==> config.mk <==
export PLATFORM = sky130hd
export DESIGN_NAME = inst_buffer
export DESIGN_NICKNAME = d
export VERILOG_FILES = /design/src/rtl/inst_buffer_pkg.sv /design/src/rtl/ibuffer_fifo.sv /design/src/rtl/inst_buffer.sv
export SDC_FILE = /design/constraint.sdc
export NUM_CORES = 2
export LEC_CHECK = 0
export CAP_MARGIN = 40
export CORE_MARGIN = 5
export CORE_UTILIZATION = 45
export CTS_CLUSTER_SIZE = 24
export DETAILED_ROUTE_END_ITERATION = 7
export GPL_ROUTABILITY_DRIVEN = 0
export PLACE_DENSITY = 0.64
export SLEW_MARGIN = 20
export SYNTH_ARGS = -nofsm -noshare
export SYNTH_HDL_FRONTEND = slang
export SYNTH_SLANG_ARGS = --single-unit
==> constraint.sdc <==
create_clock -name clk -period 3.8 [get_ports clk]
set_clock_uncertainty 0.2 [all_clocks]
set_input_delay 0.76 -clock clk [delete_from_list [all_inputs] [get_ports clk]]
set_output_delay 0.76 -clock clk [all_outputs]
set_load 0.02 [all_outputs]
==> src/rtl/inst_buffer_pkg.sv <==
// Shared widths, default sizing and the decode-queue entry layout for the instruction buffer.
package inst_buffer_pkg;

    localparam int unsigned INST_ADDR_W      = 32;
    localparam int unsigned INST_W           = 32;
    localparam int unsigned IBUF_DEPTH       = 16;
    localparam int unsigned IBUF_OUTSTANDING = 2;
    localparam int unsigned IBUF_FULL_MARGIN = 2;

    typedef struct packed {
        logic [INST_ADDR_W-1:0] pc;
        logic [INST_W-1:0]      inst;
    } ibuf_entry_t;

    localparam int unsigned IBUF_ENTRY_W = $bits(ibuf_entry_t);

endpackage

==> src/rtl/ibuffer_fifo.sv <==
// Register-array FIFO with synchronous clear and a combinational head read.
module ibuffer_fifo #(
    parameter int unsigned WIDTH = 64,
    parameter int unsigned DEPTH = 16
) (
    input  logic                     clk,
    input  logic                     resetn,
    input  logic                     clear,
    input  logic                     push,
    input  logic                     pop,
    input  logic [WIDTH-1:0]         wdata,
    output logic [WIDTH-1:0]         rdata,
    output logic [$clog2(DEPTH):0]   count
);

    localparam int unsigned AW = $clog2(DEPTH);
    localparam int unsigned CW = AW + 1;

    logic [WIDTH-1:0] mem [DEPTH];
    logic [AW-1:0]    rd_ptr;
    logic [AW-1:0]    wr_ptr;
    logic             do_push;
    logic             do_pop;

    // A full FIFO still accepts a push when the head leaves in the same cycle.
    assign do_pop  = pop && (count != '0);
    assign do_push = push && ((count != CW'(DEPTH)) || do_pop);
    assign rdata   = mem[rd_ptr];

    always_ff @(posedge clk or negedge resetn) begin
        if (!resetn) begin
            rd_ptr <= '0;
            wr_ptr <= '0;
            count  <= '0;
        end else if (clear) begin
            rd_ptr <= wr_ptr;
            count  <= '0;
        end else begin
            if (do_push) wr_ptr <= wr_ptr + AW'(1);
            if (do_pop)  rd_ptr <= rd_ptr + AW'(1);
            case ({do_push, do_pop})
                2'b10:   count <= count + CW'(1);
                2'b01:   count <= count - CW'(1);
                default: count <= count;
            endcase
        end
    end

    always_ff @(posedge clk or negedge resetn) begin
        if (!resetn) begin
            mem <= '{default: '0};
        end else if (do_push && !clear) begin
            mem[wr_ptr] <= wdata;
        end
    end

`ifndef SYNTHESIS
    overflow_push: assert property (@(posedge clk) disable iff (!resetn)
        !(push && !clear && !do_push))
        else $warning("ibuffer_fifo: push into full queue discarded");
`endif

endmodule

==> src/rtl/inst_buffer.sv <==
// Fetch-side instruction buffer: pairs returned words with their PCs, queues them for decode,
// back-pressures fetch and discards stale returns after a redirect.
module inst_buffer
    import inst_buffer_pkg::*;
#(
    parameter int unsigned DEPTH           = IBUF_DEPTH,
    parameter int unsigned MAX_OUTSTANDING = IBUF_OUTSTANDING,
    parameter int unsigned FULL_MARGIN     = IBUF_FULL_MARGIN
) (
    input  logic                   clk,
    input  logic                   resetn,
    input  logic                   flush,
    input  logic                   branch_flag,
    input  logic                   inst_req,
    input  logic                   inst_addr_ok,
    input  logic [INST_ADDR_W-1:0] inst_pc,
    input  logic                   inst_data_ok,
    input  logic [INST_W-1:0]      inst_rdata,
    output logic                   ibuffer_full,
    output logic                   id_valid,
    output logic [INST_ADDR_W-1:0] id_pc,
    output logic [INST_W-1:0]      id_inst,
    input  logic                   id_ready
);

    localparam int unsigned CW = $clog2(DEPTH) + 1;
    localparam int unsigned QW = $clog2(MAX_OUTSTANDING) + 1;
    localparam int unsigned DW = $clog2(MAX_OUTSTANDING + 1) + 1;
    localparam int unsigned SW = CW + 1;

    logic                   accept;
    logic                   redirect;
    logic                   drop_hit;
    logic                   live_hit;
    logic [QW-1:0]          pend_count;
    logic [INST_ADDR_W-1:0] pend_pc;
    logic [CW-1:0]          buf_count;
    ibuf_entry_t            head;
    ibuf_entry_t            push_entry;
    logic [DW-1:0]          drop_cnt;
    logic [DW-1:0]          drop_nxt;
    logic [SW-1:0]          occupancy;

    assign accept   = inst_req && inst_addr_ok;
    assign redirect = flush || branch_flag;
    assign drop_hit = inst_data_ok && (drop_cnt != '0);
    assign live_hit = inst_data_ok && (drop_cnt == '0) && (pend_count != '0);

    assign push_entry = '{pc: pend_pc, inst: inst_rdata};

    // PCs of live requests, in issue order; stale requests live only in drop_cnt.
    ibuffer_fifo #(
        .WIDTH (INST_ADDR_W),
        .DEPTH (MAX_OUTSTANDING)
    ) u_pend_q (
        .clk    (clk),
        .resetn (resetn),
        .clear  (redirect),
        .push   (accept && !redirect),
        .pop    (live_hit && !redirect),
        .wdata  (inst_pc),
        .rdata  (pend_pc),
        .count  (pend_count)
    );

    ibuffer_fifo #(
        .WIDTH (IBUF_ENTRY_W),
        .DEPTH (DEPTH)
    ) u_buf_q (
        .clk    (clk),
        .resetn (resetn),
        .clear  (redirect),
        .push   (live_hit && !redirect),
        .pop    (id_valid && id_ready && !redirect),
        .wdata  (push_entry),
        .rdata  (head),
        .count  (buf_count)
    );

    // On redirect every request still owed a return, including one accepted now, becomes a drop.
    always_comb begin
        drop_nxt = drop_cnt;
        if (redirect) begin
            drop_nxt = drop_cnt + DW'(pend_count) + DW'(accept) - DW'(live_hit) - DW'(drop_hit);
        end else if (drop_hit) begin
            drop_nxt = drop_cnt - DW'(1);
        end
    end

    always_ff @(posedge clk or negedge resetn) begin
        if (!resetn) drop_cnt <= '0;
        else         drop_cnt <= drop_nxt;
    end

    assign occupancy    = SW'(buf_count) + SW'(pend_count);
    assign ibuffer_full = (occupancy >= SW'(DEPTH - FULL_MARGIN)) ||
                          (pend_count == QW'(MAX_OUTSTANDING));

    assign id_valid = (buf_count != '0);
    assign id_pc    = head.pc;
    assign id_inst  = head.inst;

`ifndef SYNTHESIS
    orphan_return: assert property (@(posedge clk) disable iff (!resetn)
        !(inst_data_ok && (drop_cnt == '0) && (pend_count == '0)))
        else $warning("inst_buffer: data return with no fetch outstanding ignored");
`endif

endmodule

==> impl_results.md <==
- Top_reg_cell synth: dfrtp_1
- Power per cell area: 522 nW/um2
- First-pass DRT Iterations: 5
- Placed cell count: between 5,000 and 6,000
- CTS tree: done
- Minimum clock period: ~3.8 ns
- Via count: roughly 33,000
- Max VDD drop: just under 0.4 mV
- Crit path launch: u_buf_q.rd_ptr[0]
- Yosys reg bits: around 1,100
- Fin Setup TNS: 0 ns
- Leakage: 28.6 nW
- Number of top-level pins: 138
- Hold Startpoint: u_buf_q.mem[48]
- Die area: approximately 120,000 um2
- Antenna violations before repair: 4
- DR WL/cell: 23.2 um
- Final setup vio count: 0
- RR Startpoint: drop_cnt[1]
- Max Cap Viol: 0
- Final std cells w/o fill: around 5,700
- R2r setup slk: around 0.23 ns
- Post-Route WL: between 100,000 and 150,000 um
- Rows: ~120
- Sequential share of power: between 40% and 50%
- Share of layout cells above drive strength 1: approximately a third
- DIE WIDTH: between 300 and 400 um
- HPWL Detailed: around 72,000 um
- Switching share of power: between 20% and 30%
- Switch Pwr: between 9 and 10 mW
- Root Driver: clkbuf_16
- Ys async rst share: 100%
- Post-synthesis cell type count: 52
- Unrepaired setup endpoints after global routing: true
- Worst-path fanout max: 8
- Via/cell ratio: about 5.7
- Pint: around 22 mW
- CTS buffer count: approximately 110
- Critical path type: register to primary output
- R2R cell count: 12
- Global-route wire length before repair: between 200,000 and 250,000 um
- Hold crit path type: register to register
- Worst skew pair latency: roughly 0.7 ns
- Clock group share of total power: 36.6%
- Placed instance area: 53,300 um2
- Post-Syn Area per Cell: around 12 um2
- Critical path startpoint category: register
- Hold Violations, Final: 0
- P&R area growth vs syn: 19.3%
- Chip height: ~340 um
- Post-Syn Instances: around 4,000
- Fin area: roughly 60,000 um2
- Number of flops mapped to enable cells by yosys: 0
- 1st-iter DRT viols: around 2,500
- Critical Path RT: between 2 and 3 ns
- Starting density of the core: between 40% and 50%
- Antenna viol nets, final: 0
- Relative slew slack: a little under two fifths
- Core ar.: between 100,000 and 150,000 um2
- Grt ovf: 0
- CTS sink count: roughly 1,100
- Bufs on Longest Clock Path: 3
- Hold Path Cell Cnt: 2
- Largest net degree at the start of global routing: 97
- Crit end category: primary output
- Overall Global Routing Usage: around 23%
- Final nets: around 4,300
- WP data arrival: approximately 2.8 ns
- Fin crit share: between 90 and 100%
- Worst-path clk slew: about 0.06 ns
- Peak Freq: 266 MHz
- Status: finished, final reports clean
- Slew Limit Fails: 0
- H-tree Lvls: 3
- Combinational cell fraction of total power: between 20 and 25%
- Syn Nets: 4,109
- Synthesized area: 49,400 um2
- Hold WS: ~0.27 ns
- Vias in the first global route: about 33,000
- Worst Tran Pin Value: a little over 0.9 ns
- Sequential element share of the synthesized area: a little under three fifths
- Port buffer count: between 100 and 150
- DRC Markers: 0
- Synth Warn #: 0
cell usage after synthesis (2+ instances only):
cell,instances,area [um2]
buf_1,22,82.6
inv_1,12,45.0
xnor2_1,8,70.1
and2_0,2,12.5
nand2_1,599,2250
a21oi_1,69,345
mux2_2,642,7230
nand2b_1,3,18.8
xor2_1,5,43.8
nor2b_1,4,25.0
o21ai_0,638,3190
a221oi_1,64,561
mux4_2,128,2880
a22o_1,2,17.5
fa_1,5,100
nand3_1,4,20.0
and2_1,3,18.8
nand3_2,3,30.0
buf_2,140,701
o21ai_1,17,85.1
clkbuf_1,189,709
a211oi_1,2,15.0
a22oi_1,65,488
mux2i_1,227,2270
ha_1,12,150
nor2_1,11,41.3
buf_4,3,22.5
a31oi_1,2,12.5
dfrtp_1,1108,27700
nand2_2,9,56.3
metrics by stage:
stage | total power [mW] | setup slack [ns] | utilization, %
detailed placement | 18.8 | -0.397 | 48.9
CTS | 30.7 | -0.0960 | 53.5
floorplan | 16.0 | 0.132 | -
global route | 32.0 | -0.0684 | 54.1
global placement | 18.7 | -0.324 | 48.9
finish | 30.8 | 0.0338 | 54.1
flip-flops by register name (all words and copies together), names as in the netlist:
name and flops:
u_pend_q.rd_ptr 1, u_pend_q.count 2, u_buf_q.wr_ptr 4, u_buf_q.count 5, u_pend_q.mem 64, u_buf_q.mem 1024
u_buf_q.rd_ptr 4, drop_cnt 3, u_pend_q.wr_ptr 1
cell families after synthesis:
logic type               after synthesis  synth area share [%]
flip-flops                          1108                  56.1
multiplexers                         997                  25.1
AO/OA/AOI/OAI                        871                  9.80
AND/OR/NAND/NOR                      647                  5.15
buffers and inverters                367                  3.16
adder cells (fa/ha/maj)               17                 0.506
XOR/XNOR                              13                 0.230
layer usage:
layer	global-route usage, %	vias up	wire length [um]
met3	3.68	177	6670
met1	31.8	16900	59100
met5	0	-	40
met2	37.0	783	63300
li1	-	14700	-
met4	5.06	6	2660
final timing paths:
check,endpoint
worst max-delay path,id_pc[4]
worst min-delay path,u_buf_q.mem[48]
worst max register to register,drop_cnt[2]
worst min register to register,u_buf_q.mem[48]
max in group asynchronous,u_buf_q.mem[495]
min in group asynchronous,u_buf_q.mem[263]
power by group through the flow:
stage	Sequential, mW	Combinational (mW)	Clock [mW]
2_1_floorplan	12.7	3.31	0
3_3_place_gp	12.8	5.91	0
3_5_place_dp	12.8	6.01	0
4_1_cts	12.6	6.63	11.5
5_1_grt	12.7	7.34	12.0
6_report	12.6	6.88	11.3
timing repair:
action | CTS | global route
setup endpoints to repair | 65 | 60
hold buffers | 1 | 0
endpoints found under the hold margin | 47 | 0
buffers inserted | 35 | 39
pin swaps | 46 | 75
cloned | 17 | 8
resized for setup | 386 | 169
critical path, stage by stage (launching register included):
cell and delay, ns:
dfrtp_4 0.56, buf_12 0.18, buf_16 0.16, buf_12 0.15
buf_6 0.12, mux2i_2 0.14, a221oi_2 0.34, buf_4 0.17
a22oi_2 0.04, nand2_2 0.10, buf_6 0.13
cell usage in the layout, fill, tap and decap left out, types with 5 or more instances in the layout:
cell type        count
a21oi_2              5
clkdlybuf4s50_1     71
clkbuf_16          124
ha_1                12
nor2_1               9
a221oi_1            18
mux2i_2             10
a22oi_2             25
mux2_2             641
o21ai_2              8
buf_4              141
nand2_1            572
inv_1               12
buf_16              22
mux2i_1            216
a22oi_1             40
a21oi_1             64
clkinv_2            24
nand2_2             23
nand2_4             13
dfrtp_1           1103
mux4_2             128
o21ai_1             76
a221oi_2            45
clkbuf_8            33
o21ai_0            571
xnor2_1              8
clkbuf_1            25
buf_12              65
buf_6               50
buf_2               28
xor2_1               5
cell type report:
class                           instances  area, um2
Antenna cell                            1       2.50
Clock buffer                          174       3450
Clock inverter                         37        347
Fill cell                            9201      50000
Inverter                               13       48.8
Multi-Input combinational cell       2545      20800
Sequential cell                      1108      27700
Tap cell                             1414       1770
Timing Repair Buffer                  397       4760
Power figures use the tool's default switching activity.
